[src/rtl/mem_stage_pkg.sv]
// mem_stage_pkg: shared widths and the default data-memory size for the
// VLIW memory stage.
package mem_stage_pkg;
   localparam int REG_IDX_W           = 3;
   localparam int DATA_W              = 32;
   localparam int BYTE_W              = 8;
   localparam int DEF_DMEM_ADDR_BITS  = 8;
endpackage : mem_stage_pkg

[src/rtl/mem_stage_if.sv]
// mem_stage_if: EX/MEM bundle in (p3_*), MEM/WB bundle out (p4_*) and the
// fault flag. master = EX side driving p3_*, slave = the memory stage.
// There is no handshake: one bundle is accepted on every rising clock edge.
interface mem_stage_if;
   import mem_stage_pkg::*;

   logic                 p3_alu_regWrite;
   logic                 p3_mem_regWrite;
   logic                 p3_memRead;
   logic                 p3_memWrite;
   logic [REG_IDX_W-1:0] p3_alu_rd;
   logic [REG_IDX_W-1:0] p3_mem_rd;
   logic [BYTE_W-1:0]    p3_mem_reg_rd;
   logic [DATA_W-1:0]    p3_alu_aluOut;
   logic [DATA_W-1:0]    p3_mem_address;

   logic                 p4_alu_regWrite;
   logic                 p4_mem_regWrite;
   logic [REG_IDX_W-1:0] p4_alu_rd;
   logic [REG_IDX_W-1:0] p4_mem_rd;
   logic [DATA_W-1:0]    p4_alu_result;
   logic [DATA_W-1:0]    p4_mem_result;
   logic                 mem_fault;

   modport master (
      output p3_alu_regWrite, p3_mem_regWrite, p3_memRead, p3_memWrite,
             p3_alu_rd, p3_mem_rd, p3_mem_reg_rd, p3_alu_aluOut, p3_mem_address,
      input  p4_alu_regWrite, p4_mem_regWrite, p4_alu_rd, p4_mem_rd,
             p4_alu_result, p4_mem_result, mem_fault
   );

   modport slave (
      input  p3_alu_regWrite, p3_mem_regWrite, p3_memRead, p3_memWrite,
             p3_alu_rd, p3_mem_rd, p3_mem_reg_rd, p3_alu_aluOut, p3_mem_address,
      output p4_alu_regWrite, p4_mem_regWrite, p4_alu_rd, p4_mem_rd,
             p4_alu_result, p4_mem_result, mem_fault
   );
endinterface : mem_stage_if

[src/rtl/mem_stage_dmem_byte_sp.sv]
// dmem_byte_sp: single-port synchronous byte RAM. The read port always
// returns the byte held before any write at the same edge (read-before-write).
// Contents are not reset.
module dmem_byte_sp
   import mem_stage_pkg::*;
#(
   parameter int ADDR_BITS = DEF_DMEM_ADDR_BITS
) (
   input  logic                 clk,
   input  logic                 we,
   input  logic [ADDR_BITS-1:0] addr,
   input  logic [BYTE_W-1:0]    wdata,
   output logic [BYTE_W-1:0]    rdata
);

   logic [BYTE_W-1:0] mem [2**ADDR_BITS];

   // Write on enable; registered read sees the pre-write contents.
   always_ff @(posedge clk) begin
      if (we) begin
         mem[addr] <= wdata;
      end
      rdata <= mem[addr];
   end

endmodule : dmem_byte_sp

[src/rtl/mem_stage.sv]
// mem_stage: VLIW memory stage. Performs the MEM-slot byte load/store against
// a private data memory and registers both slot results into MEM/WB; the p4_*
// values double as the write-back forwarding sources.
// Optional feature macro: DMEM_RANGE_CHECK_EN (out-of-range accesses are
// suppressed and raise a sticky mem_fault; otherwise the address wraps).
module mem_stage
   import mem_stage_pkg::*;
#(
   parameter int DMEM_ADDR_BITS = DEF_DMEM_ADDR_BITS
) (
   input  logic        clk,
   input  logic        reset,
   mem_stage_if.slave  bus
);

   logic [DMEM_ADDR_BITS-1:0] addr;
   logic                      out_of_range;
   logic                      ram_we;
   logic                      load_ok;
   logic [BYTE_W-1:0]         ram_rdata;

   logic                      alu_regwrite_q;
   logic                      mem_regwrite_q;
   logic [REG_IDX_W-1:0]      alu_rd_q;
   logic [REG_IDX_W-1:0]      mem_rd_q;
   logic [DATA_W-1:0]         alu_result_q;
   logic                      load_q;

   assign addr = bus.p3_mem_address[DMEM_ADDR_BITS-1:0];

`ifdef DMEM_RANGE_CHECK_EN
   assign out_of_range = |bus.p3_mem_address[DATA_W-1:DMEM_ADDR_BITS];
`else
   assign out_of_range = 1'b0;
`endif

   // A store in a reset cycle or outside the memory never touches the RAM.
   assign ram_we  = bus.p3_memWrite & ~reset & ~out_of_range;
   assign load_ok = bus.p3_memRead & ~out_of_range;

   dmem_byte_sp #(
      .ADDR_BITS (DMEM_ADDR_BITS)
   ) u_dmem (
      .clk   (clk),
      .we    (ram_we),
      .addr  (addr),
      .wdata (bus.p3_mem_reg_rd),
      .rdata (ram_rdata)
   );

   // MEM/WB pipeline register; load_q qualifies the RAM's registered read data.
   always_ff @(posedge clk) begin
      if (reset) begin
         alu_regwrite_q <= 1'b0;
         mem_regwrite_q <= 1'b0;
         alu_rd_q       <= '0;
         mem_rd_q       <= '0;
         alu_result_q   <= '0;
         load_q         <= 1'b0;
      end else begin
         alu_regwrite_q <= bus.p3_alu_regWrite;
         mem_regwrite_q <= bus.p3_mem_regWrite;
         alu_rd_q       <= bus.p3_alu_rd;
         mem_rd_q       <= bus.p3_mem_rd;
         alu_result_q   <= bus.p3_alu_aluOut;
         load_q         <= load_ok;
      end
   end

   assign bus.p4_alu_regWrite = alu_regwrite_q;
   assign bus.p4_mem_regWrite = mem_regwrite_q;
   assign bus.p4_alu_rd       = alu_rd_q;
   assign bus.p4_mem_rd       = mem_rd_q;
   assign bus.p4_alu_result   = alu_result_q;
   assign bus.p4_mem_result   = load_q ? {{(DATA_W-BYTE_W){1'b0}}, ram_rdata} : '0;

`ifdef DMEM_RANGE_CHECK_EN
   logic fault_q;

   // Sticky fault: set by any out-of-range load or store, cleared only by reset.
   always_ff @(posedge clk) begin
      if (reset) begin
         fault_q <= 1'b0;
      end else if (out_of_range && (bus.p3_memRead || bus.p3_memWrite)) begin
         fault_q <= 1'b1;
      end
   end

   assign bus.mem_fault = fault_q;
`else
   assign bus.mem_fault = 1'b0;
`endif

endmodule : mem_stage

[src/flat_wrapper.sv]
// flat-port wrapper written by rule: the top's interface ports become plain ports
module mem_stage_flat import mem_stage_pkg::*;
#(
   parameter int DMEM_ADDR_BITS = DEF_DMEM_ADDR_BITS
)
  (clk, reset, bus_p3_alu_regWrite, bus_p3_mem_regWrite, bus_p3_memRead, bus_p3_memWrite, bus_p3_alu_rd, bus_p3_mem_rd, bus_p3_mem_reg_rd, bus_p3_alu_aluOut, bus_p3_mem_address, bus_p4_alu_regWrite, bus_p4_mem_regWrite, bus_p4_alu_rd, bus_p4_mem_rd, bus_p4_alu_result, bus_p4_mem_result, bus_mem_fault);
  mem_stage_if bus_i ();
  input  logic clk;
  input  logic reset;
  input wire logic [$bits(bus_i.p3_alu_regWrite)-1:0] bus_p3_alu_regWrite;
  input wire logic [$bits(bus_i.p3_mem_regWrite)-1:0] bus_p3_mem_regWrite;
  input wire logic [$bits(bus_i.p3_memRead)-1:0] bus_p3_memRead;
  input wire logic [$bits(bus_i.p3_memWrite)-1:0] bus_p3_memWrite;
  input wire logic [$bits(bus_i.p3_alu_rd)-1:0] bus_p3_alu_rd;
  input wire logic [$bits(bus_i.p3_mem_rd)-1:0] bus_p3_mem_rd;
  input wire logic [$bits(bus_i.p3_mem_reg_rd)-1:0] bus_p3_mem_reg_rd;
  input wire logic [$bits(bus_i.p3_alu_aluOut)-1:0] bus_p3_alu_aluOut;
  input wire logic [$bits(bus_i.p3_mem_address)-1:0] bus_p3_mem_address;
  output wire logic [$bits(bus_i.p4_alu_regWrite)-1:0] bus_p4_alu_regWrite;
  output wire logic [$bits(bus_i.p4_mem_regWrite)-1:0] bus_p4_mem_regWrite;
  output wire logic [$bits(bus_i.p4_alu_rd)-1:0] bus_p4_alu_rd;
  output wire logic [$bits(bus_i.p4_mem_rd)-1:0] bus_p4_mem_rd;
  output wire logic [$bits(bus_i.p4_alu_result)-1:0] bus_p4_alu_result;
  output wire logic [$bits(bus_i.p4_mem_result)-1:0] bus_p4_mem_result;
  output wire logic [$bits(bus_i.mem_fault)-1:0] bus_mem_fault;
  assign bus_i.p3_alu_regWrite = bus_p3_alu_regWrite;
  assign bus_i.p3_mem_regWrite = bus_p3_mem_regWrite;
  assign bus_i.p3_memRead = bus_p3_memRead;
  assign bus_i.p3_memWrite = bus_p3_memWrite;
  assign bus_i.p3_alu_rd = bus_p3_alu_rd;
  assign bus_i.p3_mem_rd = bus_p3_mem_rd;
  assign bus_i.p3_mem_reg_rd = bus_p3_mem_reg_rd;
  assign bus_i.p3_alu_aluOut = bus_p3_alu_aluOut;
  assign bus_i.p3_mem_address = bus_p3_mem_address;
  assign bus_p4_alu_regWrite = bus_i.p4_alu_regWrite;
  assign bus_p4_mem_regWrite = bus_i.p4_mem_regWrite;
  assign bus_p4_alu_rd = bus_i.p4_alu_rd;
  assign bus_p4_mem_rd = bus_i.p4_mem_rd;
  assign bus_p4_alu_result = bus_i.p4_alu_result;
  assign bus_p4_mem_result = bus_i.p4_mem_result;
  assign bus_mem_fault = bus_i.mem_fault;
  mem_stage #(.DMEM_ADDR_BITS(DMEM_ADDR_BITS)) u_core (.clk(clk), .reset(reset), .bus(bus_i));
endmodule
[config.mk]
export PLATFORM = sky130hd
export DESIGN_NAME = mem_stage_flat
export DESIGN_NICKNAME = d
export VERILOG_FILES = /design/src/rtl/mem_stage_pkg.sv /design/src/rtl/mem_stage_if.sv /design/src/rtl/mem_stage_dmem_byte_sp.sv /design/src/rtl/mem_stage.sv /design/src/flat_wrapper.sv
export SDC_FILE = /design/constraint.sdc
export NUM_CORES = 2
export LEC_CHECK = 0
export BUFFER_PORTS_ARGS = -buffer_cell sky130_fd_sc_hd__buf_2
export CAP_MARGIN = 20
export CORE_ASPECT_RATIO = 2
export CORE_MARGIN = 1
export CORE_UTILIZATION = 65
export DETAILED_ROUTE_END_ITERATION = 7
export HOLD_SLACK_MARGIN = 0.05
export PLACE_DENSITY = 0.91
export SLEW_MARGIN = 20
export SYNTH_ARGS = -nofsm -noshare
export SYNTH_HDL_FRONTEND = slang
export SYNTH_SLANG_ARGS = --single-unit
[constraint.sdc]
create_clock -name clk -period 6.8 [get_ports clk]
set_clock_uncertainty 0.15 [all_clocks]
set_input_delay 1.36 -clock clk [delete_from_list [all_inputs] [get_ports clk]]
set_output_delay 1.36 -clock clk [all_outputs]
set_load 0.05 [all_outputs]
### Word level (Yosys, flattened, before mapping)

Memory sizes are Yosys's and may differ from the RTL's. A register that Yosys moved wholly into a read port is not among the register bits.
Cells that the tools add are included.

| word-level totals | value |
|---|---|
| memories kept | 1 |
| bits in writable memories | 2,048 |
| input port bits | 84 |
| logic and storage cells | 12 |
| register bits | 41 |
| output and inout port bits | 73 |

| cells by class | value |
|---|---|
| mux-type cells | 3 |
| bitwise gates (word level) | 2 |

Memories:

| name | depth | bits a word | rd ports | clocked after memory_dff | wr ports | line | text |
|---|---|---|---|---|---|---|---|
| u_core.u_dmem.mem | 256 | 8 | 1 | 1 | 1 | mem_stage_dmem_byte_sp.sv:16 | `logic [BYTE_W-1:0] mem [2**ADDR_BITS];` |

Operators by type and width:

| operator | count |
|---|---|
| 8-bit 2-to-1 mux | 1 |
| 1-bit 2-to-1 mux | 2 |
| 1-bit bitwise AND | 1 |
| 1-bit NOT | 1 |

### Longest topological paths before layout

| logic depth | value |
|---|---|
| depth in word-level cells | 4 |
| mapped depth | 9 |
| gate-level depth less buffers | 5 |

### Cells and area by module

A second synthesis with hierarchy kept.

| unflattened totals | value |
|---|---|
| cell total of the unflattened synthesis | 3,668 |
| area, all modules | 79,837.8 um^2 |

By module, submodules not included:

| module | area each (um^2) | instances | cells each | sequential area each (um^2) |
|---|---|---|---|---|
| dmem_byte_sp | 78,492.8 | 1 | 3,547 | 61,659.1 |
| mem_stage | 1,345.0 | 1 | 121 | 820.8 |

### Least setup slack after synthesis

OpenSTA, ideal clock, no wires.

| timing | value |
|---|---|
| path kind | in2reg |
| from | input port bus_p3_mem_address[0] |
| to | memory u_core.u_dmem.mem[104][0], enable pin |
| setup time | 0.370 ns |
| cell stages on the path | 8 |
| arrival | 3.176 ns |
| path buffers | 5 |
| data required time | 6.280 ns |
| slack | 3.103 ns |
| cells stage by stage | clkbuf_1 -> buf_6 -> buf_2 -> buf_2 -> nor3b_1 -> nand2_1 -> clkbuf_1 -> nor2_1 |

RTL lines:

| element | line | text |
|---|---|---|
| start: declaration | flat_wrapper.sv:18 | `input wire logic [$bits(bus_i.p3_mem_address)-1:0] bus_p3_mem_address;` |
| end: declaration | mem_stage_dmem_byte_sp.sv:16 |  |

Straight into the memory's write port.

==> reports/summary.txt <==
Status -> complete, but fails checks
Failing checks -> DRC
H-tree levels -> 4
Total power -> 25.2 mW
RePlAce Congestion -> 0.884
Commonest non-fill, non-tap cell in the layout -> edfxtp_1
Vias in the first global route -> 43160
Max-slew violations -> 0
Gr busiest metal -> met2
Final setup TNS -> 0 ns
Power Dens Cells -> 289 nW/um^2
Max FO, Critical Path -> 92
Crit-path cells -> buf_8 -> buf_4 -> mux4_2 -> a22oi_1 -> a21oi_1 -> o41ai_1 -> buf_4 -> nand4_1
P_leak -> 26.6 nW
Required @ worst endpoint -> 7.25 ns
Detailed-route vias per instance -> 7.84
CP max stage cell -> o41ai_1
Mean Syn Cell Area -> 21.8 sq um
Root buf cell -> clkbuf_16
Post-layout util -> 0.716
Final ANT Viol Nets -> 0
Crit-path most repeated cell -> buf_4
Total wire length -> 229 mm
Area growth syn-to-layout -> 9.38%
Share of the synthesized area in the top cell type -> 0.772
Hold slack -> 0.623 ns
First-pass GRT wire length -> 323 mm
Max cap viols -> 0
WS Path Type -> input port to flop
Endpoint type of the worst setup path -> flop
Clock sink count -> 2097
Final non-filler cell area -> 87100 sq um
HP Class -> input port to flop
GR Layer Usage met2 -> 0.600
Die area -> 124000 sq um
Post-Synthesis Cells -> 3646
Seq/Total Area, Yosys -> 0.785
Setup-failing EPs final -> 0
Total CTS buffers -> 156
RSZ-0062 raised after global routing -> no
Hold path depth -> 2
Synthesis warning total -> 0
Tot GR Track Use -> 0.375
Critical path's top delay family -> buffers and inverters
CTS Hold Bufs -> 0
Worst skew pair latency -> 0.82 ns
Synthesized area -> 79600 sq um
Flop2flop setup slack -> 3.63 ns
Global route overflow -> 0
I/O pin count -> 157
WP data arrival -> 5.26 ns
Core box area -> 122000 sq um
Placed cell area -> 81900 sq um
CP bufs+invs -> 3
DRC -> 10
Initial antenna violation count -> 7
Dominant cells by area after synthesis -> edfxtp_1 (77%), mux4_2 (14%), a22oi_1 (2.4%), dfxtp_1 (1.2%), nor2_1 (1.2%)
Wire per inst -> 42.0 um
Die X -> 249 um
Clock Pin Slew Worst Setup and Hold Paths -> 0.08 ns
Setup crit start kind -> input port
Period utilization -> 0.707
Row cnt -> 181
Longest Clk Path Bufs -> 3
Resize count post-CTS -> 0
Cell accounting for the most synthesized area -> edfxtp_1
Initial DRC count -> 7259
Port bufs -> 107
Worst reg-to-reg path cell count -> 6
Met1 Usage GRT -> 0.433
Chip Height -> 497 um
Critical Path Stages -> 8
Fmax -> 0.208 GHz
Hold Fails Final Rpt -> 0
Via Count -> 42708
Worst IR Drop VDD -> 0.256 mV
Largest net degree at the start of global routing -> 213
Unique masters post-synth -> 23
Hpwl dp -> 118 mm
Seq cells post-synth -> 2097
Commonest cells after routing, fill and taps aside -> edfxtp_1 (2048), mux4_2 (512), nor2_1 (258)
CTS tree -> built
Post-CTS Setup Bufs -> 0
Measured slew at the worst slew-check pin -> 1.34 ns
Clock period minus worst slack -> 4.81 ns
Share of cells above drive strength 1 -> 0.244
Initial Util -> 0.655
Pre-antenna DRT Iters -> 8
Final #Nets -> 3840
Rel. slew slack -> 0.104
Max stage delay on crit path -> 0.94 ns
Met3 Use GR -> 0.0881
cell type report:
type                            instances  area, sq um
Tap cell                             1555         1950
Antenna cell                            7         17.5
Sequential cell                      2097        62500
Multi-Input combinational cell       1319        16100
Clock inverter                         89          876
Timing Repair Buffer                  182         1400
Clock buffer                          198         4230
Fill cell                            5758        34500
per-stage QoR:
step                setup slack (ns)  instances
finish                          1.99       5447
global route                    2.03       5442
CTS                             2.15       5437
detailed placement              1.45       5150
global placement                1.66       5150
floorplan                       3.10       3670
routing by layer:
layer  wire length, um  share of wire
met2            111000           0.49
met5                80        0.00035
met3             27800           0.12
met1             65500           0.29
met4             24000           0.11
synth_stat cells:
library cell,count
a21oi_1,128
conb_1,1
nand2b_1,2
nand3_1,4
nand2_1,30
nand4_1,8
buf_1,15
nor2b_1,48
clkbuf_1,155
a22oi_1,256
and3b_1,1
nor3b_1,1
mux4_2,512
or2_2,1
and3_1,1
buf_4,36
nor2_1,260
edfxtp_1,2048
and2_1,10
o41ai_1,32
dfxtp_1,49
buf_2,41
buf_6,7
sequential cells by signal (all words and copies together) (netlist names):
signal and flops:
u_core.bus.p4_alu_rd 3, u_core.u_dmem.rdata 8, u_core.bus.p4_mem_rd 3, u_core.u_dmem.mem 2048, u_core.bus.p4_alu_result 32, u_core.load_q 1
u_core.bus.p4_mem_regWrite 1, u_core.bus.p4_alu_regWrite 1
report_power, final:
group / switching [mW] / internal [mW]
clock network: 4.65 / 5.02
registers: 0.0187 / 14.2
logic: 0.901 / 0.408
kinds of logic (layout without fill, tap and decap cells):
group	Yosys count	after routing	share of synthesized area
DFF	2097	2097	0.785
muxes	512	512	0.145
AOI/OAI and AO/OA	416	416	0.0357
and+or+nand+nor	366	366	0.0196
buffers and inverters	254	469	0.0150
other	1	32	0.0000471
worst paths after layout:
kind / startpoint / to
min: bus_p3_alu_aluOut[14] / u_core.bus.p4_alu_result[14]$_SDFF_PP0_
max: bus_p3_mem_address[1] / u_core.u_dmem.rdata[2]$_DFF_P_
max reg2reg: u_core.u_dmem.mem[123][2]$_DFFE_PP_ / u_core.u_dmem.rdata[2]$_DFF_P_
min reg2reg: u_core.u_dmem.mem[244][2]$_DFFE_PP_ / u_core.u_dmem.rdata[2]$_DFF_P_
Note: power is estimated with default switching activity, not from simulation.
